### config.mk
export PLATFORM = sky130hd
export DESIGN_NAME = shifter_arbiter_ctrl
export DESIGN_NICKNAME = d
export VERILOG_FILES = /design/src/rtl/shift_ctrl_pkg.sv /design/src/rtl/shift_rr_arbiter.sv /design/src/rtl/shifter_arbiter_ctrl.sv
export SDC_FILE = /design/constraint.sdc
export NUM_CORES = 1
export LEC_CHECK = 0
export CORE_UTILIZATION = 44
export CTS_CLUSTER_DIAMETER = 30
export DETAILED_ROUTE_END_ITERATION = 10
export PLACE_DENSITY_LB_ADDON = 0.08
export SETUP_SLACK_MARGIN = 0.2
export SLEW_MARGIN = 30
export SYNTH_ARGS = -nofsm -noshare
export SYNTH_HDL_FRONTEND = slang
export SYNTH_SLANG_ARGS = --single-unit
### constraint.sdc
create_clock -name CLK -period 6.1 [get_ports CLK]
set_input_delay 1.83 -clock CLK [delete_from_list [all_inputs] [get_ports CLK]]
set_output_delay 1.83 -clock CLK [all_outputs]
set_load 0.005 [all_outputs]
### src/rtl/shift_ctrl_pkg.sv
// Shared encodings for the shift-unit arbiter/controller: op codes, FSM states,
// right-shift-type selects and the out-of-range amount helpers.
package shift_ctrl_pkg;

  typedef enum logic [1:0] {
    OP_SLL = 2'b00,
    OP_SRL = 2'b01,
    OP_SRA = 2'b10,
    OP_ROR = 2'b11
  } shift_op_e;

  typedef enum logic [1:0] {
    ST_IDLE   = 2'b00,
    ST_WAIT   = 2'b01,
    ST_BYPASS = 2'b10,
    ST_RESP   = 2'b11
  } ctrl_state_e;

  localparam logic [1:0] RSC_NONE   = 2'b00;
  localparam logic [1:0] RSC_LOGIC  = 2'b01;
  localparam logic [1:0] RSC_ARITH  = 2'b10;
  localparam logic [1:0] RSC_ROTATE = 2'b11;

  function automatic logic [1:0] op_to_rsc(input shift_op_e op);
    logic [1:0] rsc;
    case (op)
      OP_SRL:  rsc = RSC_LOGIC;
      OP_SRA:  rsc = RSC_ARITH;
      OP_ROR:  rsc = RSC_ROTATE;
      default: rsc = RSC_NONE;
    endcase
    return rsc;
  endfunction

  // Rotates wrap modulo 8, so only the true shifts can run off the end.
  function automatic logic amt_out_of_range(input shift_op_e op, input logic [7:0] amt);
    return (op != OP_ROR) && (amt[7:3] != 5'd0);
  endfunction

  function automatic logic [7:0] bypass_result(input shift_op_e op, input logic sign);
    return (op == OP_SRA) ? {8{sign}} : 8'h00;
  endfunction

endpackage

### src/rtl/shift_rr_arbiter.sv
// Two-way grant logic for the shift unit: round-robin or fixed req0 priority.
// The pointer remembers the last accepted requester and moves only on accept.
module shift_rr_arbiter #(
  parameter int PRIORITY_MODE = 0
) (
  input  logic clk,
  input  logic rst_n,
  input  logic valid0,
  input  logic valid1,
  input  logic enable,
  input  logic accept,
  output logic grant_vld,
  output logic grant_id
);

  logic last_q;
  logic last_d;

  always_comb begin
    if (valid0 && valid1) begin
      grant_id = (PRIORITY_MODE != 0) ? 1'b0 : ~last_q;
    end else begin
      grant_id = valid1;
    end
    grant_vld = enable && (valid0 || valid1);
    last_d    = accept ? grant_id : last_q;
  end

  // Reset value 1 makes req0 the winner of the first contested grant.
  always_ff @(posedge clk or negedge rst_n) begin
    if (!rst_n) begin
      last_q <= 1'b1;
    end else begin
      last_q <= last_d;
    end
  end

endmodule

### src/rtl/shifter_arbiter_ctrl.sv
// Shares one 8-bit shift unit between two requesters: arbitrates, registers
// operands, holds the unit inputs through a settle window and returns a tagged result.
module shifter_arbiter_ctrl
  import shift_ctrl_pkg::*;
#(
  parameter int SETTLE_CYCLES = 1,
  parameter int PRIORITY_MODE = 0
) (
  input  logic       CLK,
  input  logic       RESET,
  input  logic       REQ0_VALID,
  output logic       REQ0_READY,
  input  logic [1:0] REQ0_OP,
  input  logic [7:0] REQ0_DATA,
  input  logic [7:0] REQ0_AMT,
  input  logic       REQ1_VALID,
  output logic       REQ1_READY,
  input  logic [1:0] REQ1_OP,
  input  logic [7:0] REQ1_DATA,
  input  logic [7:0] REQ1_AMT,
  output logic       RESP_VALID,
  output logic       RESP_ID,
  output logic [7:0] RESP_RESULT,
  output logic       BUSY,
  output logic [7:0] SH_DATA,
  output logic [7:0] SH_AMT,
  output logic       SH_LEFT,
  output logic [1:0] SH_RSC,
  input  logic [7:0] SH_RESULT
);

  localparam int CNT_W = (SETTLE_CYCLES < 1) ? 1 : $clog2(SETTLE_CYCLES + 1);

  ctrl_state_e state_q, state_d;
  logic [CNT_W-1:0] cnt_q, cnt_d;
  shift_op_e  op_q, op_d;
  logic       sign_q, sign_d;
  logic       id_q, id_d;
  logic       resp_valid_q, resp_valid_d;
  logic [7:0] resp_result_q, resp_result_d;
  logic       busy_q, busy_d;
  logic [7:0] sh_data_q, sh_data_d;
  logic [7:0] sh_amt_q, sh_amt_d;
  logic       sh_left_q, sh_left_d;
  logic [1:0] sh_rsc_q, sh_rsc_d;

  logic       grant_vld;
  logic       grant_id;
  logic       arb_enable;
  shift_op_e  sel_op;
  logic [7:0] sel_data;
  logic [7:0] sel_amt;

  // READY must stay low while reset is asserted, even though state reads IDLE.
  assign arb_enable = (state_q == ST_IDLE) && RESET;

  shift_rr_arbiter #(
    .PRIORITY_MODE(PRIORITY_MODE)
  ) u_arb (
    .clk      (CLK),
    .rst_n    (RESET),
    .valid0   (REQ0_VALID),
    .valid1   (REQ1_VALID),
    .enable   (arb_enable),
    .accept   (grant_vld),
    .grant_vld(grant_vld),
    .grant_id (grant_id)
  );

  assign REQ0_READY = grant_vld && !grant_id;
  assign REQ1_READY = grant_vld && grant_id;

  assign sel_op   = shift_op_e'(grant_id ? REQ1_OP : REQ0_OP);
  assign sel_data = grant_id ? REQ1_DATA : REQ0_DATA;
  assign sel_amt  = grant_id ? REQ1_AMT : REQ0_AMT;

  always_comb begin
    state_d       = state_q;
    cnt_d         = cnt_q;
    op_d          = op_q;
    sign_d        = sign_q;
    id_d          = id_q;
    resp_valid_d  = 1'b0;
    resp_result_d = resp_result_q;
    busy_d        = busy_q;
    sh_data_d     = sh_data_q;
    sh_amt_d      = sh_amt_q;
    sh_left_d     = sh_left_q;
    sh_rsc_d      = sh_rsc_q;

    case (state_q)
      ST_IDLE: begin
        if (grant_vld) begin
          op_d   = sel_op;
          sign_d = sel_data[7];
          id_d   = grant_id;
          busy_d = 1'b1;
          if (amt_out_of_range(sel_op, sel_amt)) begin
            state_d = ST_BYPASS;
          end else begin
            // Shift unit inputs change only here, so they are stable for all of WAIT.
            state_d   = ST_WAIT;
            cnt_d     = CNT_W'(SETTLE_CYCLES);
            sh_data_d = sel_data;
            sh_amt_d  = {5'b0, sel_amt[2:0]};
            sh_left_d = (sel_op == OP_SLL);
            sh_rsc_d  = op_to_rsc(sel_op);
          end
        end
      end
      ST_WAIT: begin
        if (cnt_q == '0) begin
          resp_result_d = SH_RESULT;
          resp_valid_d  = 1'b1;
          state_d       = ST_RESP;
        end else begin
          cnt_d = cnt_q - CNT_W'(1);
        end
      end
      ST_BYPASS: begin
        resp_result_d = bypass_result(op_q, sign_q);
        resp_valid_d  = 1'b1;
        state_d       = ST_RESP;
      end
      ST_RESP: begin
        busy_d  = 1'b0;
        state_d = ST_IDLE;
      end
      default: begin
        busy_d  = 1'b0;
        state_d = ST_IDLE;
      end
    endcase
  end

  always_ff @(posedge CLK or negedge RESET) begin
    if (!RESET) begin
      state_q       <= ST_IDLE;
      cnt_q         <= '0;
      op_q          <= OP_SLL;
      sign_q        <= 1'b0;
      id_q          <= 1'b0;
      resp_valid_q  <= 1'b0;
      resp_result_q <= 8'h00;
      busy_q        <= 1'b0;
      sh_data_q     <= 8'h00;
      sh_amt_q      <= 8'h00;
      sh_left_q     <= 1'b0;
      sh_rsc_q      <= RSC_NONE;
    end else begin
      state_q       <= state_d;
      cnt_q         <= cnt_d;
      op_q          <= op_d;
      sign_q        <= sign_d;
      id_q          <= id_d;
      resp_valid_q  <= resp_valid_d;
      resp_result_q <= resp_result_d;
      busy_q        <= busy_d;
      sh_data_q     <= sh_data_d;
      sh_amt_q      <= sh_amt_d;
      sh_left_q     <= sh_left_d;
      sh_rsc_q      <= sh_rsc_d;
    end
  end

  assign RESP_VALID  = resp_valid_q;
  assign RESP_ID     = id_q;
  assign RESP_RESULT = resp_result_q;
  assign BUSY        = busy_q;
  assign SH_DATA     = sh_data_q;
  assign SH_AMT      = sh_amt_q;
  assign SH_LEFT     = sh_left_q;
  assign SH_RSC      = sh_rsc_q;

endmodule
==> results.yml <==
sta:
  layout_setup_ws_ns: 0.944
  finClkSkew_ns: 0.00567
  tightest_slew_ns: 0.836
  fin_crit_sh: 0.845
  rsz0062_at_grt: "false"
  slew_headroom: 0.442
  setup_tns_ns: 0
  slew_violations: 0
  finalHoldViolations: 0
  setup-violations-final: 0
  max_freq_mhz: 194
  fin_crit_ns: 5.16
clocking:
  cts_hold_buf: 0
  clk_pin_slew_ns: 0.06
  post_cts_buffers: 0
  clock_latency_ns: 0.28
  ctsHtreeMaxLevel: 2
  cts_buffers: 5
  cts.sinks: 32
  cts_tree: "yes"
  cts_resized: 0
  cts_buffer_depth: 2
  root_buffer: "clkbuf_8"
final_layout:
  insertedDiodeCount: 0
  nets: 300
  design_area_um2: 2550
  syn2layout_area_growth_pct: 48.8
  mostFrequentLayoutCells: "clkdlybuf4s50_1, nand2_1, dfrtp_1, nor2_1, a21oi_1"
  layout_commonest_cell: "clkdlybuf4s50_1"
  drive_gt1_frac: 0.121
power_and_ir_drop:
  p_switching_w: 0.000345
  power_frac_clock: 0.152
  pwr-share-comb: 0.490
  cellPowerDensity_nw_per_um2: 420
  p_total_w: 0.00107
  sw_frac_of_total: 0.323
  peakVddDrop_mv: 0.195
  p_int_w: 0.000724
  seqPwrFrac: 0.358
  leakagePower_nw: 1.18
synth:
  syn_area_per_cell_um2: 10.0
  ys_seq_elements: 32
  syn_area_um2: 1710
  syn_inst: 171
  synth_top_area_frac: 0.453
  synth_area_leaders: "dfrtp_1, nand2_1, mux2_4, mux2_2, ha_1"
  synth_cell_types: 37
  yosysSeqAreaShare: 0.469
  yosysWarnings: 0
  synth.largest_area_cell: "dfrtp_1"
routing:
  post_drt_wl_per_cell_um: 13.2
  wirelength_mm: 3.90
  drc: 0
  num_vias: 1467
  drt-pass1-iter-count: 4
  drt_iter0_drc: 63
  route.antenna.remaining_nets: 0
  routed_via_density: 4.96
grt:
  grt_usage: 0.203
  overflow: 0
  antenna_found_initial: 0
  grt_pass1_vias: 1499
  grt_pass1_wl_mm: 6.48
  grt_max_degree: 27
floorplanning:
  coreArea_um2: 3690
  start_util: 0.464
  die_h_um: 64.4
  rows: 22
  die_area_um2: 4140
  io_pins: 80
  die_x_um: 64.4
placement:
  hpwl_mm: 2.98
  portBuffers: 74
  place_congestion: 0.807
  placed_area_um2: 2450
  post-place-ws_ns: 0.940
setup_path:
  required_ns: 4.27
  critPathMaxFanout: 17
  critPathKind: "input port to primary output"
  worst_setup_path_start_kind: "input port"
  critPathCaptureType: "primary output"
  arrival_ns: 3.33
outcome:
  outcome: "completed"
flow_run:
  drv_cap: 0
worst_hold_path:
  min_path_type: "flip-flop to flip-flop"
routing by layer:
layer  vias to the layer above  wire length, um  track usage  part of all wire
met3                         6              233       0.0536             0.060
met1                       691             1750        0.246              0.45
met5                         -                0            0                 0
li1                        711                -            -                 -
met2                        59             1870        0.346              0.48
met4                         0               42       0.0694             0.011
per-stage QoR:
stage	cells	hold WS, ns	utilization
floorplan	175	0.450	-
global placement	288	0.472	0.666
detailed placement	288	0.469	0.666
CTS	296	0.494	0.691
global route	296	0.506	0.691
finish	296	0.491	0.691
Yosys cell counts (all sizes together):
library cell / instances
a21bo: 1
a21boi: 1
a21o: 2
a21oi: 10
a221o: 1
a221oi: 1
a22o: 1
a22oi: 1
and2: 1
and3: 1
buf: 8
clkbuf: 4
conb: 1
dfrtp: 31
dfstp: 1
ha: 5
inv: 7
mux2: 13
mux2i: 4
nand2: 39
nand2b: 8
nand4b: 1
nor2: 13
nor3: 1
o211a: 1
o211ai: 1
o21a: 1
o21ai: 5
o22a: 2
o22ai: 1
o2bb2ai: 1
o31ai: 1
or3: 1
or4: 1
registers in the layout, summed over array words and instances, names as in the netlist:
signal        count
RESP_ID           1
RESP_VALID        1
SH_DATA           8
state_q           2
RESP_RESULT       8
op_q              2
SH_LEFT           1
sign_q            1
u_arb.last_q      1
BUSY              1
SH_RSC            2
SH_AMT            3
cnt_q             1
kinds of logic (layout without fill, tap and decap cells):
kind of cell,Yosys count,in the layout,share of synthesized area
buf+inv,19,92,0.0680
fa+ha+maj,5,5,0.0365
flops,32,32,0.469
simple gates,66,66,0.170
other cells,1,5,0.00219
mux,17,17,0.124
compound gates,31,31,0.131
final cells by class:
cell class	count	area [um2]
fillers	300	1140
multi-input cells	124	808
flip-flops and latches	32	802
repair buffers	77	758
clock buffers	6	82.6
well taps	48	60.1
inverters	7	26.3
clock inverters	2	10.0
critical path: stages:
cell and delay (ns):
clkdlybuf4s50_1 0.58, a21boi_4 0.08, buf_4 0.20, nor2_1 0.12, clkdlybuf4s50_1 0.51
path summary, 6_finish.rpt:
path / startpoint / end / slack, ns / cells past startpoint
max: REQ0_VALID / REQ0_READY / 0.94 / 5
min: sign_q / sign_q / 0.49 / 2
max reg2reg: state_q[0] / SH_AMT[1] / 3.56 / 7
min reg2reg: sign_q / sign_q / 0.49 / 2
max in group asynchronous: RESET / RESP_RESULT[3] / 4.10 / 2
min in group asynchronous: RESET / SH_LEFT / 1.41 / 1
power groups by stage:
stage	combinational, W	clock, W	sequential [W]
global route	0.000577	0.000174	0.000394
floorplan	0.000274	0	0.000383
detailed placement	0.000528	0	0.000385
global placement	0.000510	0	0.000379
CTS	0.000530	0.000167	0.000383
finish	0.000524	0.000162	0.000383
Power figures use the tool's default switching activity.
